### src/rtl/vicii_mem_arbiter.sv
// VIC-II fetch arbiter: sprite/graphics address select, registered read return and CPU BA/AEC handshake.
// Optional sticky data-fetch-before-ownership detector enabled by `define VICII_BA_VIOLATION_EN.
module vicii_mem_arbiter #(
    parameter int NSPR    = 8,
    parameter int BA_LEAD = 6,
    parameter int AW      = 14
) (
    input  logic                i_clk,
    input  logic                i_reset,
    input  logic [NSPR*AW-1:0]  i_spr_ao,
    input  logic [NSPR-1:0]     i_spr_ba,
    input  logic [AW-1:0]       i_g_ao,
    output logic [AW-1:0]       o_mem_a,
    input  logic [7:0]          i_mem_d,
    output logic [7:0]          o_di,
    output logic [3:0]          o_src,
    output logic                o_cpu_ba,
    output logic                o_aec,
    output logic                o_ba_violation
);

    localparam int CW = $clog2(BA_LEAD + 1);
    localparam logic [CW-1:0] LEAD_MAX = CW'(BA_LEAD);

    typedef enum logic [1:0] {
        S_IDLE = 2'd0,
        S_LEAD = 2'd1,
        S_OWN  = 2'd2
    } state_t;

    state_t          r_state;
    state_t          w_state_nxt;
    logic [CW-1:0]   r_cnt;
    logic [CW-1:0]   w_cnt_nxt;
    logic            r_cpu_ba;
    logic            r_aec;
    logic            w_cpu_ba_nxt;
    logic            w_aec_nxt;
    logic [7:0]      r_di;
    logic [3:0]      r_src;
    logic [3:0]      w_sel_idx;
    logic [AW-1:0]   w_sel_ao;
    logic            w_any_req;

    assign w_any_req = |i_spr_ba;

    // Address select: descending scan so the lowest non-idle sprite wins, graphics otherwise.
    always_comb begin
        w_sel_idx = 4'hF;
        w_sel_ao  = i_g_ao;
        for (int n = NSPR - 1; n >= 0; n--) begin
            if (i_spr_ao[n*AW +: AW] != {AW{1'b0}}) begin
                w_sel_idx = 4'(n);
                w_sel_ao  = i_spr_ao[n*AW +: AW];
            end else begin
                w_sel_idx = w_sel_idx;
            end
        end
    end

    assign o_mem_a = w_sel_ao;

    // Read return register: data and its source captured every cycle.
    always_ff @(posedge i_clk or posedge i_reset) begin
        if (i_reset) begin
            r_di  <= 8'h00;
            r_src <= 4'hF;
        end else begin
            r_di  <= i_mem_d;
            r_src <= w_sel_idx;
        end
    end

    // FSM state, lead counter and handshake output registers.
    always_ff @(posedge i_clk or posedge i_reset) begin
        if (i_reset) begin
            r_state  <= S_IDLE;
            r_cnt    <= {CW{1'b0}};
            r_cpu_ba <= 1'b1;
            r_aec    <= 1'b0;
        end else begin
            r_state  <= w_state_nxt;
            r_cnt    <= w_cnt_nxt;
            r_cpu_ba <= w_cpu_ba_nxt;
            r_aec    <= w_aec_nxt;
        end
    end

    // Next-state logic; a dropped request during LEAD abandons the lead entirely.
    always_comb begin
        w_state_nxt = r_state;
        w_cnt_nxt   = r_cnt;
        case (r_state)
            S_IDLE: begin
                if (w_any_req) begin
                    w_state_nxt = S_LEAD;
                    w_cnt_nxt   = {{(CW-1){1'b0}}, 1'b1};
                end else begin
                    w_cnt_nxt   = {CW{1'b0}};
                end
            end
            S_LEAD: begin
                if (!w_any_req) begin
                    w_state_nxt = S_IDLE;
                    w_cnt_nxt   = {CW{1'b0}};
                end else if (r_cnt == LEAD_MAX) begin
                    w_state_nxt = S_OWN;
                end else begin
                    w_cnt_nxt   = r_cnt + {{(CW-1){1'b0}}, 1'b1};
                end
            end
            S_OWN: begin
                if (!w_any_req) begin
                    w_state_nxt = S_IDLE;
                    w_cnt_nxt   = {CW{1'b0}};
                end else begin
                    w_state_nxt = S_OWN;
                end
            end
            default: begin
                w_state_nxt = S_IDLE;
                w_cnt_nxt   = {CW{1'b0}};
            end
        endcase
    end

    // Output decode from the next state so cpu_ba/aec leave flops.
    always_comb begin
        w_cpu_ba_nxt = 1'b1;
        w_aec_nxt    = 1'b0;
        case (w_state_nxt)
            S_IDLE: begin
                w_cpu_ba_nxt = 1'b1;
                w_aec_nxt    = 1'b0;
            end
            S_LEAD: begin
                w_cpu_ba_nxt = 1'b0;
                w_aec_nxt    = 1'b0;
            end
            S_OWN: begin
                w_cpu_ba_nxt = 1'b0;
                w_aec_nxt    = 1'b1;
            end
            default: begin
                w_cpu_ba_nxt = 1'b1;
                w_aec_nxt    = 1'b0;
            end
        endcase
    end

    assign o_di     = r_di;
    assign o_src    = r_src;
    assign o_cpu_ba = r_cpu_ba;
    assign o_aec    = r_aec;

`ifdef VICII_BA_VIOLATION_EN
    logic w_sel_ba;
    logic w_ptr_fetch;
    logic w_viol_hit;
    logic r_ba_violation;

    // Bus request bit of the currently selected sprite.
    always_comb begin
        w_sel_ba = 1'b0;
        for (int n = 0; n < NSPR; n++) begin
            if (w_sel_idx == 4'(n)) begin
                w_sel_ba = i_spr_ba[n];
            end else begin
                w_sel_ba = w_sel_ba;
            end
        end
    end

    assign w_ptr_fetch = (w_sel_ao[2:0] == w_sel_idx[2:0]) && (w_sel_ao[9:3] == 7'h7F);
    assign w_viol_hit  = (w_sel_idx != 4'hF) && w_sel_ba && !w_ptr_fetch && !r_aec;

    // Sticky flag: a sprite data fetch was issued before the VIC owned the bus.
    always_ff @(posedge i_clk or posedge i_reset) begin
        if (i_reset) begin
            r_ba_violation <= 1'b0;
        end else if (w_viol_hit) begin
            r_ba_violation <= 1'b1;
        end else begin
            r_ba_violation <= r_ba_violation;
        end
    end

    assign o_ba_violation = r_ba_violation;
`else
    assign o_ba_violation = 1'b0;
`endif

endmodule

### config.mk
export PLATFORM = sky130hd
export DESIGN_NAME = vicii_mem_arbiter
export DESIGN_NICKNAME = d
export VERILOG_FILES = /design/src/rtl/vicii_mem_arbiter.sv
export SDC_FILE = /design/constraint.sdc
export NUM_CORES = 1
export LEC_CHECK = 0
export BUFFER_PORTS_ARGS = -buffer_cell sky130_fd_sc_hd__buf_2
export CAP_MARGIN = 20
export CORE_UTILIZATION = 26
export DETAILED_ROUTE_END_ITERATION = 8
export MAX_ROUTING_LAYER = met4
export PLACE_DENSITY = 0.7
export SYNTH_ARGS = -nofsm -noshare
export SYNTH_HDL_FRONTEND = slang
export SYNTH_SLANG_ARGS = --single-unit
### constraint.sdc
create_clock -name i_clk -period 2.55 [get_ports i_clk]
set_input_delay 0.1275 -clock i_clk [delete_from_list [all_inputs] [get_ports i_clk]]
set_output_delay 0.1275 -clock i_clk [all_outputs]
set_load 0.01 [all_outputs]
==> summary.txt, run 1 <==
Run status
  • Outcome: complete, no violations

Worst setup path
  • Critical-path cell list: buf_2, nor4_1, and4_1, nor2b_1, a21oi_1, o221a_1, o21ai_1, buf_2
  • CP Data Arrival Time: 2.12 ns
  • CP top delay family: simple AND/OR/NAND/NOR gates
  • CP bufs+invs: 2
  • Worst path slowest cell: and4_1
  • CP required: 2.42 ns
  • Max incr delay on CP: 0.44 ns
  • Critical path class: in -> out
  • Worst-path maximum fanout: 8
  • Crit end category: output port
  • Most used cell, CP: buf_2
  • CP startpoint kind: primary input

Synth
  • Multiplexer share of the synthesized area: 0%
  • Post-Synth XOR/XNOR Area: 0%
  • Cells after Synth: 251
  • Cell type with the largest total area after synthesis: dfrtp_1
  • Top-area cell type share of the netlist area: 18.7%
  • Compound-Gate Fraction of Synth Area: 34.6%
  • Post-synthesis simple-gate area fraction: 32.4%
  • Adder-Cell Fraction of Synth Area: 2.01%
  • Synth cell types: 50
  • Largest family of logic cells by synthesized area: compound AO/OA/AOI/OAI gates
  • Area contributors post-synth: dfrtp_1, a21oi_1, nor2_1
  • Asr flop ratio synth: 100%
  • Number of synthesized register bits: 19
  • Mean area per synthesized cell: 7.45 sq um
  • Syn nets: 398
  • Mapped Area: 0.00187 sq mm
  • Most common library cells after synthesis: nor2_1, a21oi_1, nor4_1
  • Total number of yosys warnings: 0
  • Top-count cell post-synth: nor2_1
  • Ys flop type: dfrtp_1
  • Post-synth EDFFs: 0
  • Post-synthesis sequential area ratio: 25.8%

Placed design
  • Post-DP HPWL: 7380 microns
  • IO Port Bufs: 171
  • Final estimated routing congestion in global placement: 0.926

Cells and area
  • Core Util, Final: 43.4%
  • Layout cells sized above 1: 45.9%
  • Net count, final: 579
  • Area grow syn2layout: 59.3%
  • # diodes: 0

Floorplan
  • Initial Util: 27.2%
  • Die width: 86.8 microns
  • Core area: 0.00687 sq mm
  • Floorplan row count: 30
  • Num ports: 173
  • Area of the die: 0.00753 sq mm
  • Die H: 86.8 microns

Flow run
  • Max-cap violations: 0

Route
  • Post-Route WL: 8620 microns
  • DRT Pass-1 Iters: 4
  • Final ANT Viol Nets: 0
  • Vias: 2,819
  • Avg Vias per Cell: 5.35
  • # DRC: 0
  • DR iter-0 viols: 124
  • DR WL/cell: 16.3 microns

Power and ir drop
  • VDD IR max: 151 uV
  • Lkg Pwr: 1.40 nW
  • PwrDens: 337 mW/mm^2

Timing
  • Unrepaired setup endpoints after global routing: no
  • Total Neg Setup Slack: 0 ns
  • Worst slew pin tran: 0.698 ns
  • Hold Violations, Final: 0
  • Slew Viols, Final: 0
  • Max Fclk: 0.446 GHz
  • Crit share post-route: 88.0%
  • Clock period minus worst slack: 2.24 ns
  • Clock Skew: 0.00102 ns
  • Rel. slew slack: 53.4%
  • Setup-failing EPs final: 0

Clock tree
  • Root buffer selected by CTS: clkbuf_8
  • Post-CTS Setup Inserts: 0
  • Clock slew at reported path FFs: 0.07 ns
  • Sink Count: 19
  • CTS Buf Count: 3
  • Clock insertion delay at the later pin of the skew report: 0.25 ns
  • H-Tree Depth: 1
  • CTS tree: built
  • Longest Clk Path Bufs: 2

GRT
  • Total gr overflow: 0
  • First-pass GRT wire length: 13,000 microns
  • Largest net degree at the start of global routing: 20
  • Antenna violations before repair: 0
  • GRT Util Overall: 22.8%
  • Vias in the first global route: 2,692

Hold path
  • Min-Delay Path Class: in -> reg
[power by group]
group / total (W) / switching [W] / leakage (nW) / internal, W
logic: 0.000415 / 0.000209 / 1.16 / 0.000205
registers: 0.000393 / 0.0000387 / 0.218 / 0.000354
clock network: 0.000196 / 0.0000883 / 0.0255 / 0.000108
[final timing paths]
path / from / endpoint / slack (ns) / cells after the start
max: i_spr_ao[81] / o_mem_a[2] / 0.31 / 8
min: i_spr_ba[6] / r_cnt[2] / 0.29 / 4
max reg2reg: r_cnt[0] / o_cpu_ba / 0.95 / 5
min reg2reg: r_state[1] / r_state[0] / 0.48 / 1
max in group asynchronous: i_reset / o_di[1] / 1.58 / 3
min in group asynchronous: i_reset / r_state[1] / 0.53 / 3
[area by class of cell]
cell class              count  area, sq um
clock inverters             1         5.00
multi-input cells         213         1290
inverters                   6         22.5
well taps                  96          120
fillers                   738         3890
repair buffers            189         1010
clock buffers               3         41.3
flip-flops and latches     19          482
[placed cells by master, fill, tap and decap left out, types with 6 or more instances in the layout]
cell / synthesis / routed
nor3_1: 7 / 7
o21ai_0: 13 / 13
and4_1: 7 / 7
a21oi_1: 34 / 34
nor2_1: 39 / 39
buf_4: 2 / 9
o21ai_1: 9 / 9
nor4_1: 21 / 21
inv_1: 6 / 6
dfrtp_1: 14 / 14
buf_2: 0 / 171
nand4_1: 6 / 6
dlygate4sd3_1: 0 / 9
nand2_1: 11 / 11
[worst reg2reg max path: stages (launching register included)]
cell and delay, ns:
dfrtp_1 0.40, inv_1 0.06, ha_1 0.23, a311oi_1 0.44, inv_1 0.10, ha_1 0.30
[metal layers]
metal  GRT usage, %  vias up  wire length [microns]
met5              -        -                      0
met2           39.4      143                   4230
met1           28.3     1309                   3690
met4           6.82        0                    220
met3           1.81       18                    470
li1               -     1349                      -
[per-stage QoR]
| stage | cell area (sq um) | std cells | total power (W) | hold WS, ns | setup slack [ns] |
|---|---|---|---|---|---|
| floorplan | 1870 | 251 | 0.000582 | 0.0749 | 0.717 |
| global placement | 2840 | 514 | 0.000781 | 0.238 | 0.364 |
| detailed placement | 2840 | 514 | 0.000800 | 0.237 | 0.338 |
| CTS | 2980 | 527 | 0.00101 | 0.286 | 0.326 |
| global route | 2980 | 527 | 0.00108 | 0.316 | 0.0985 |
| finish | 2980 | 527 | 0.00100 | 0.287 | 0.306 |
[sequential cells by signal (all words and copies together) (netlist names)]
signal and flops:
o_cpu_ba 1, r_cnt 3, o_di 8, r_state 2, o_src 4, o_aec 1
[what timing repair did]
item,CTS,global route
gates resized for setup,0,0
hold buffers,9,0
hold endpoints to repair,22,0
[cell families (layout without fill, tap and decap cells)]
logic type                 Yosys count  in the layout
AOI/OAI and AO/OA                   99             99
adders and majority gates            3              3
buffers and inverters               19            199
DFF                                 19             19
other                                1              1
and+or+nand+nor                    110            110
(Power assumes the default switching activity.)
==> run 2, diff against run 1 <==
==> constraint.sdc (replaced) <==
create_clock -name i_clk -period 2.3 [get_ports i_clk]
set_input_delay 0.115 -clock i_clk [delete_from_list [all_inputs] [get_ports i_clk]]
set_output_delay 0.115 -clock i_clk [all_outputs]
set_load 0.01 [all_outputs]
==> run 2 against run 1 <==
Compared with the run above:
- flip-flop and latch count unchanged
- combinational power grew 12%
- critical endpoint is now o_mem_a[6]
- die area is the same
- final cell count rose by 1.1%
- sequential share of layout area fell by 0.25 points
- clock power grew 13%
- design area rose by 1.6%
==> summary.txt, run 2 (synthesis gave the netlist of run 1 again) <==
Run status
  • Outcome: complete, no violations

Cells and area
  • Post-route cell area: 0.00302 sq mm (+1.6%)
  • Area grow syn2layout: 61.8%
  • Commonest non-fill, non-tap cell in the layout: buf_2
  • Layout cells sized above 1: 46.7% (+0.74 points)
  • Core Util, Final: 44.0% (+0.67 points)
  • Most frequent cells in the layout: buf_2, nor2_1, a21oi_1
  • # diodes: 0 (unchanged)
  • Max reg flops: 8 (unchanged)
  • Fillcell total: 736 (-0.27%)
  • Net count, final: 585 (+1.0%)

Clock tree
  • Clock insertion delay at the later pin of the skew report: 0.25 ns (about the same)
  • Root buffer selected by CTS: clkbuf_8
  • H-Tree Depth: 1 (unchanged)
  • CTS tree: built
  • Longest Clk Path Bufs: 2 (unchanged)
  • CTS Buf Count: 3 (unchanged)
  • Sink Count: 19 (unchanged)
  • Clock slew at reported path FFs: 0.06 ns (about the same)

Worst setup path
  • Critical path class: in -> out
  • Reg2Reg Setup Slack: 0.65 ns (-0.30 ns)
  • Setup crit start: i_spr_ao[104]
  • Worst-path maximum fanout: 6 (-2)
  • CP startpoint kind: primary input
  • Worst R2R End: o_cpu_ba
  • Logic depth of the worst register-to-register path: 5 (unchanged)
  • Crit end category: output port
  • CP required: 2.18 ns (-0.24 ns)
  • RR Startpoint: r_cnt[0]
  • CP Data Arrival Time: 2.01 ns (-0.11 ns)

Route
  • DR iter-0 viols: 172 (+39%)
  • DR WL/cell: 16.1 microns (-1.4%)
  • Post-Route WL: 8590 microns (-0.28%)
  • # DRC: 0 (unchanged)
  • Final ANT Viol Nets: 0 (unchanged)
  • DRT Pass-1 Iters: 4 (unchanged)
  • Avg Vias per Cell: 5.38 (+0.49%)
  • Vias: 2,865 (+1.6%)

Placed design
  • IO Port Bufs: 171 (unchanged)
  • Post-DP HPWL: 7480 microns (+1.4%)
  • Placed instance area: 0.00289 sq mm (+1.6%)
  • Final estimated routing congestion in global placement: 0.918 (-0.86%)

Timing
  • Clock Skew: 0.00152 ns (+0.000506 ns)
  • Hold Violations, Final: 0 (unchanged)
  • Unrepaired setup endpoints after global routing: no
  • Total Neg Setup Slack: 0 ns (unchanged)
  • Crit share post-route: 92.3%
  • Rel. slew slack: 56.4% (+3.0 points)
  • Setup-failing EPs final: 0 (unchanged)
  • Worst slew pin tran: 0.653 ns (-0.0442 ns)
  • Clock period minus worst slack: 2.12 ns
  • Slew Viols, Final: 0 (unchanged)
  • Max Fclk: 0.471 GHz

GRT
  • Largest net degree at the start of global routing: 20 (unchanged)
  • First-pass GRT wire length: 12,900 microns (-0.75%)
  • Vias in the first global route: 2,710 (+0.67%)
  • Total gr overflow: 0 (unchanged)
  • Antenna violations before repair: 0 (unchanged)
  • GRT Util Overall: 22.7% (-0.10 points)

Floorplan
  • Core area: 0.00687 sq mm (unchanged)
  • Die H: 86.8 microns (unchanged)
  • Area of the die: 0.00753 sq mm (unchanged)
  • Initial Util: 27.2% (unchanged)
  • Num ports: 173 (unchanged)
  • Floorplan row count: 30 (unchanged)
  • Die width: 86.8 microns (unchanged)

Flow run
  • Max-cap violations: 0 (unchanged)

Hold path
  • Hold Crit Depth: 4 (unchanged)
  • Hold path endpoint: r_cnt[2]
  • Min-Delay Path Class: in -> reg
  • Hold path startpoint: i_spr_ba[0]

Power and ir drop
  • PwrDens: 371 mW/mm^2 (+10%)
  • Lkg Pwr: 1.43 nW (+2.0%)
  • VDD IR max: 164 uV (+8.6%)
[run 2: cell types whose count changed in the layout (fill, tap and decap cells not counted), sizes merged]
cell / before / now
buf: 180 / 186
clkbuf: 3 / 4
clkinv: 1 / 0
[run 2: power by group]
| part | internal [W] | switching, W |
|---|---|---|
| clock | 0.000123 | 0.0000977 |
| sequential | 0.000393 | 0.0000434 |
| combinational | 0.000229 | 0.000236 |
[run 2: per-layer routing]
layer | vias up | global-route usage [%] | part of all wire [%]
met5 | - | - | 0
met1 | 1336 | 27.5 | 41
met3 | 17 | 2.19 | 7.3
met2 | 152 | 39.9 | 50
li1 | 1360 | - | -
met4 | 0 | 6.36 | 2.2
[run 2: final cells by class]
class	instances	area [sq um]	area share, %
Clock buffer	4	45.0	1.49
Inverter	6	22.5	0.745
Multi-Input combinational cell	213	1300	42.9
Sequential cell	19	482	15.9
Tap cell	96	120	3.97
Timing Repair Buffer	195	1060	35.0
[run 2: worst max-delay path by stage]
| stage | endpoint | slack, ns |
|---|---|---|
| 5_1_grt | o_mem_a[3] | 0.06 |
| 3_3_place_gp | o_mem_a[8] | 0.17 |
| 6_report | o_mem_a[6] | 0.18 |
| 4_1_cts | o_mem_a[2] | 0.15 |
| 2_1_floorplan | o_mem_a[7] | 0.49 |
| 3_5_place_dp | o_mem_a[6] | 0.15 |
[run 2: timing repair]
action	CTS	global route
endpoints found under the setup margin	0	1
setup buffers	0	0
resized for setup	0	1
hold endpoints to repair	22	0
hold buffers	9	0
[run 2: through the flow]
step | hold WS, ns | worst slack, ns | instances | power, W
floorplan | 0.0624 | 0.492 | 251 | 0.000645
global placement | 0.224 | 0.167 | 520 | 0.000867
detailed placement | 0.225 | 0.150 | 520 | 0.000884
CTS | 0.265 | 0.150 | 533 | 0.00113
global route | 0.277 | 0.0615 | 533 | 0.00120
finish | 0.266 | 0.177 | 533 | 0.00112
[run 2: worst max-delay path, stage by stage]
cell and delay, ns:
buf_2 0.10, or4_4 0.56, nor4_4 0.30, buf_4 0.19, a21o_2 0.12, a21oi_1 0.07, o21ai_0 0.23, a221o_1 0.19
buf_2 0.13
==> run 3, diff against run 2 <==
--- a/config.mk
+++ b/config.mk
@@ -11,6 +11,7 @@
 export DETAILED_ROUTE_END_ITERATION = 8
 export MAX_ROUTING_LAYER = met4
 export PLACE_DENSITY = 0.7
+export SETUP_SLACK_MARGIN = 0.4
 export SYNTH_ARGS = -nofsm -noshare
 export SYNTH_HDL_FRONTEND = slang
 export SYNTH_SLANG_ARGS = --single-unit
==> run 3 against run 2 <==
Compared with the run above:
- register-to-register slack got worse by 0.02 ns
- count of clock-buffer cells in the layout unchanged
- hold slack hardly changed
- core utilization is 2.7 points higher
- worst setup slack improved by 0.052 ns
- global-route usage grew 0.12 points
- sequential share of layout area fell by 0.91 points
- power grew 2.0%
- sequential power hardly changed
- critical path type unchanged
- largest power group unchanged
==> summary.txt, run 3 (synthesis gave the netlist of run 1 again) <==
Route
  • Vias: 2,893 (+0.98%)
  • Post-Route WL: 8770 microns (+2.0%)
  • DRT Pass-1 Iters: 5 (+1)
  • DR WL/cell: 16.4 microns (+1.4%)
  • DR iter-0 viols: 157 (-8.7%)
  • Avg Vias per Cell: 5.40 (+0.41%)
  • Final ANT Viol Nets: 0 (unchanged)
  • # DRC: 0 (unchanged)

Placed design
  • Dpl cells: 520 (unchanged)
  • IO Port Bufs: 171 (unchanged)
  • Post-DP HPWL: 7480 microns (unchanged)
  • Final estimated routing congestion in global placement: 0.918 (unchanged)

Clock tree
  • Root buffer selected by CTS: clkbuf_8
  • Clock insertion delay at the later pin of the skew report: 0.25 ns (about the same)
  • Sink Count: 19 (unchanged)
  • CTS Buf Count: 3 (unchanged)
  • H-Tree Depth: 1 (unchanged)
  • Clock slew at reported path FFs: 0.06 ns (about the same)
  • CTS tree: built
  • Longest Clk Path Bufs: 2 (unchanged)

Worst setup path
  • Worst R2R End: o_cpu_ba
  • Max incr delay on CP: 0.56 ns (about the same)
  • CP top delay family: simple AND/OR/NAND/NOR gates
  • Worst path slowest cell: or4_4
  • CP startpoint kind: primary input
  • Reg2Reg Setup Slack: 0.63 ns (-0.02 ns)
  • CP Data Arrival Time: 1.96 ns (-0.05 ns)
  • CP required: 2.18 ns (about the same)
  • Crit end category: output port
  • RR Startpoint: r_cnt[0]
  • Critical-path cell list: buf_6, or4_4, nor4_4, buf_4, buf_6, a211oi_1, nor3_2, a2111oi_0, o21bai_1, buf_2
  • Most used cell, CP: buf_6
  • CP bufs+invs: 4 (+1)
  • Worst-path maximum fanout: 6 (unchanged)
  • Critical path class: in -> out
  • Logic depth of the worst register-to-register path: 5 (unchanged)

Floorplan
  • Num ports: 173 (unchanged)
  • Initial Util: 27.2% (unchanged)
  • Die H: 86.8 microns (unchanged)
  • Area of the die: 0.00753 sq mm (unchanged)
  • Floorplan row count: 30 (unchanged)
  • Core area: 0.00687 sq mm (unchanged)
  • Die width: 86.8 microns (unchanged)

Cells and area
  • Net count, final: 588 (+0.51%)
  • # diodes: 0 (unchanged)
  • Layout cells sized above 1: 51.6% (+4.9 points)
  • Post-route insts no fill: 536 (+0.56%)
  • Area grow syn2layout: 71.6%
  • Commonest non-fill, non-tap cell in the layout: buf_2
  • Fillcell total: 726 (-1.4%)
  • Max reg flops: 8 (unchanged)
  • Most frequent cells in the layout: buf_2, nor2_1, a21oi_1

Timing
  • Max Fclk: 0.483 GHz (+2.5%)
  • Rel. slew slack: 56.4% (about the same)
  • Clock Skew: 0.00152 ns (+0.00000123 ns)
  • Hold Violations, Final: 0 (unchanged)
  • Worst slew pin tran: 0.653 ns (-0.000252 ns)
  • Unrepaired setup endpoints after global routing: yes
  • Slew Viols, Final: 0 (unchanged)
  • Total Neg Setup Slack: 0 ns (unchanged)
  • Setup-failing EPs final: 0 (unchanged)
  • Clock period minus worst slack: 2.07 ns (-0.0517 ns)
  • Crit share post-route: 90.0% (-2.2 points)

Power and ir drop
  • VDD IR max: 170 uV (+3.7%)
  • Lkg Pwr: 1.47 nW (+2.5%)
  • PwrDens: 357 mW/mm^2 (-3.9%)

GRT
  • First-pass GRT wire length: 13,000 microns (+0.75%)
  • Antenna violations before repair: 0 (unchanged)
  • GRT Util Overall: 22.8% (+0.12 points)
  • Total gr overflow: 0 (unchanged)
  • Vias in the first global route: 2,738 (+1.0%)
  • Largest net degree at the start of global routing: 20 (unchanged)

Run status
  • Outcome: complete, no violations

Hold path
  • Hold path startpoint: i_spr_ba[0]
  • Hold path endpoint: r_cnt[2]
  • Min-Delay Path Class: in -> reg
  • Hold Crit Depth: 4 (unchanged)

Flow run
  • Max-cap violations: 0 (unchanged)
-- run 3: changes by cell type in the layout (fill, tap and decap cells not counted), sizes merged --
| cell | delta |
|---|---|
| buf | +3 |
-- run 3: stage by stage --
step	instance area (sq um)	setup slack [ns]	hold WS (ns)	total power, W	utilization, %
after detailed placement	2890	0.150	0.225	0.000884	42.0
after CTS	3100	0.255	0.265	0.00114	45.2
final	3210	0.229	0.266	0.00114	46.7
after floorplan	1870	0.492	0.0624	0.000645	-
after global routing	3210	0.171	0.277	0.00122	46.7
after global placement	2890	0.167	0.224	0.000867	42.0
-- run 3: worst max-delay path by stage --
| stage | endpoint | slack (ns) | cells past startpoint | startpoint |
|---|---|---|---|---|
| global placement | o_mem_a[8] | 0.17 | 9 | i_spr_ao[104] |
| detailed placement | o_mem_a[6] | 0.15 | 9 | i_spr_ao[104] |
| finish | o_mem_a[13] | 0.23 | 10 | i_spr_ao[103] |
| global route | o_mem_a[3] | 0.17 | 8 | i_spr_ao[88] |
| CTS | o_mem_a[5] | 0.26 | 9 | i_spr_ao[103] |
| floorplan | o_mem_a[7] | 0.49 | 7 | i_spr_ao[104] |
-- run 3: timing repair --
| item | in CTS | in global routing |
|---|---|---|
| pin swaps | 19 | 11 |
| hold endpoints to repair | 22 | 0 |
| setup endpoints to repair | 14 | 14 |
| gates resized for setup | 19 | 17 |
| hold buffers | 9 | 0 |
| buffers inserted | 0 | 3 |
-- run 3: area by class of cell --
cell class / count / area (sq um) / area share, %
Sequential cell: 19 / 482 / 15.0
Timing Repair Buffer: 198 / 1090 / 34.1
Multi-Input combinational cell: 213 / 1440 / 45.0
Clock buffer: 4 / 45.0 / 1.40
Inverter: 6 / 22.5 / 0.702
Tap cell: 96 / 120 / 3.75
-- run 3: per-layer routing --
metal	up-vias	track usage [%]	routed length [microns]
li1	1365	-	-
met1	1360	27.2	3650
met2	156	40.3	4430
met3	12	2.57	550
met4	0	6.67	131
met5	-	-	0
-- run 3: worst register-to-register path: stages (launching register included) --
cell and delay (ns):
dfrtp_1 0.39, inv_1 0.06, ha_1 0.23, a311oi_1 0.50, inv_1 0.10, ha_1 0.31
-- run 3: power breakdown --
part	total, W	switching (W)	internal, W
sequential	0.000436	0.0000434	0.000393
combinational	0.000486	0.000250	0.000235
clock	0.000221	0.0000982	0.000123
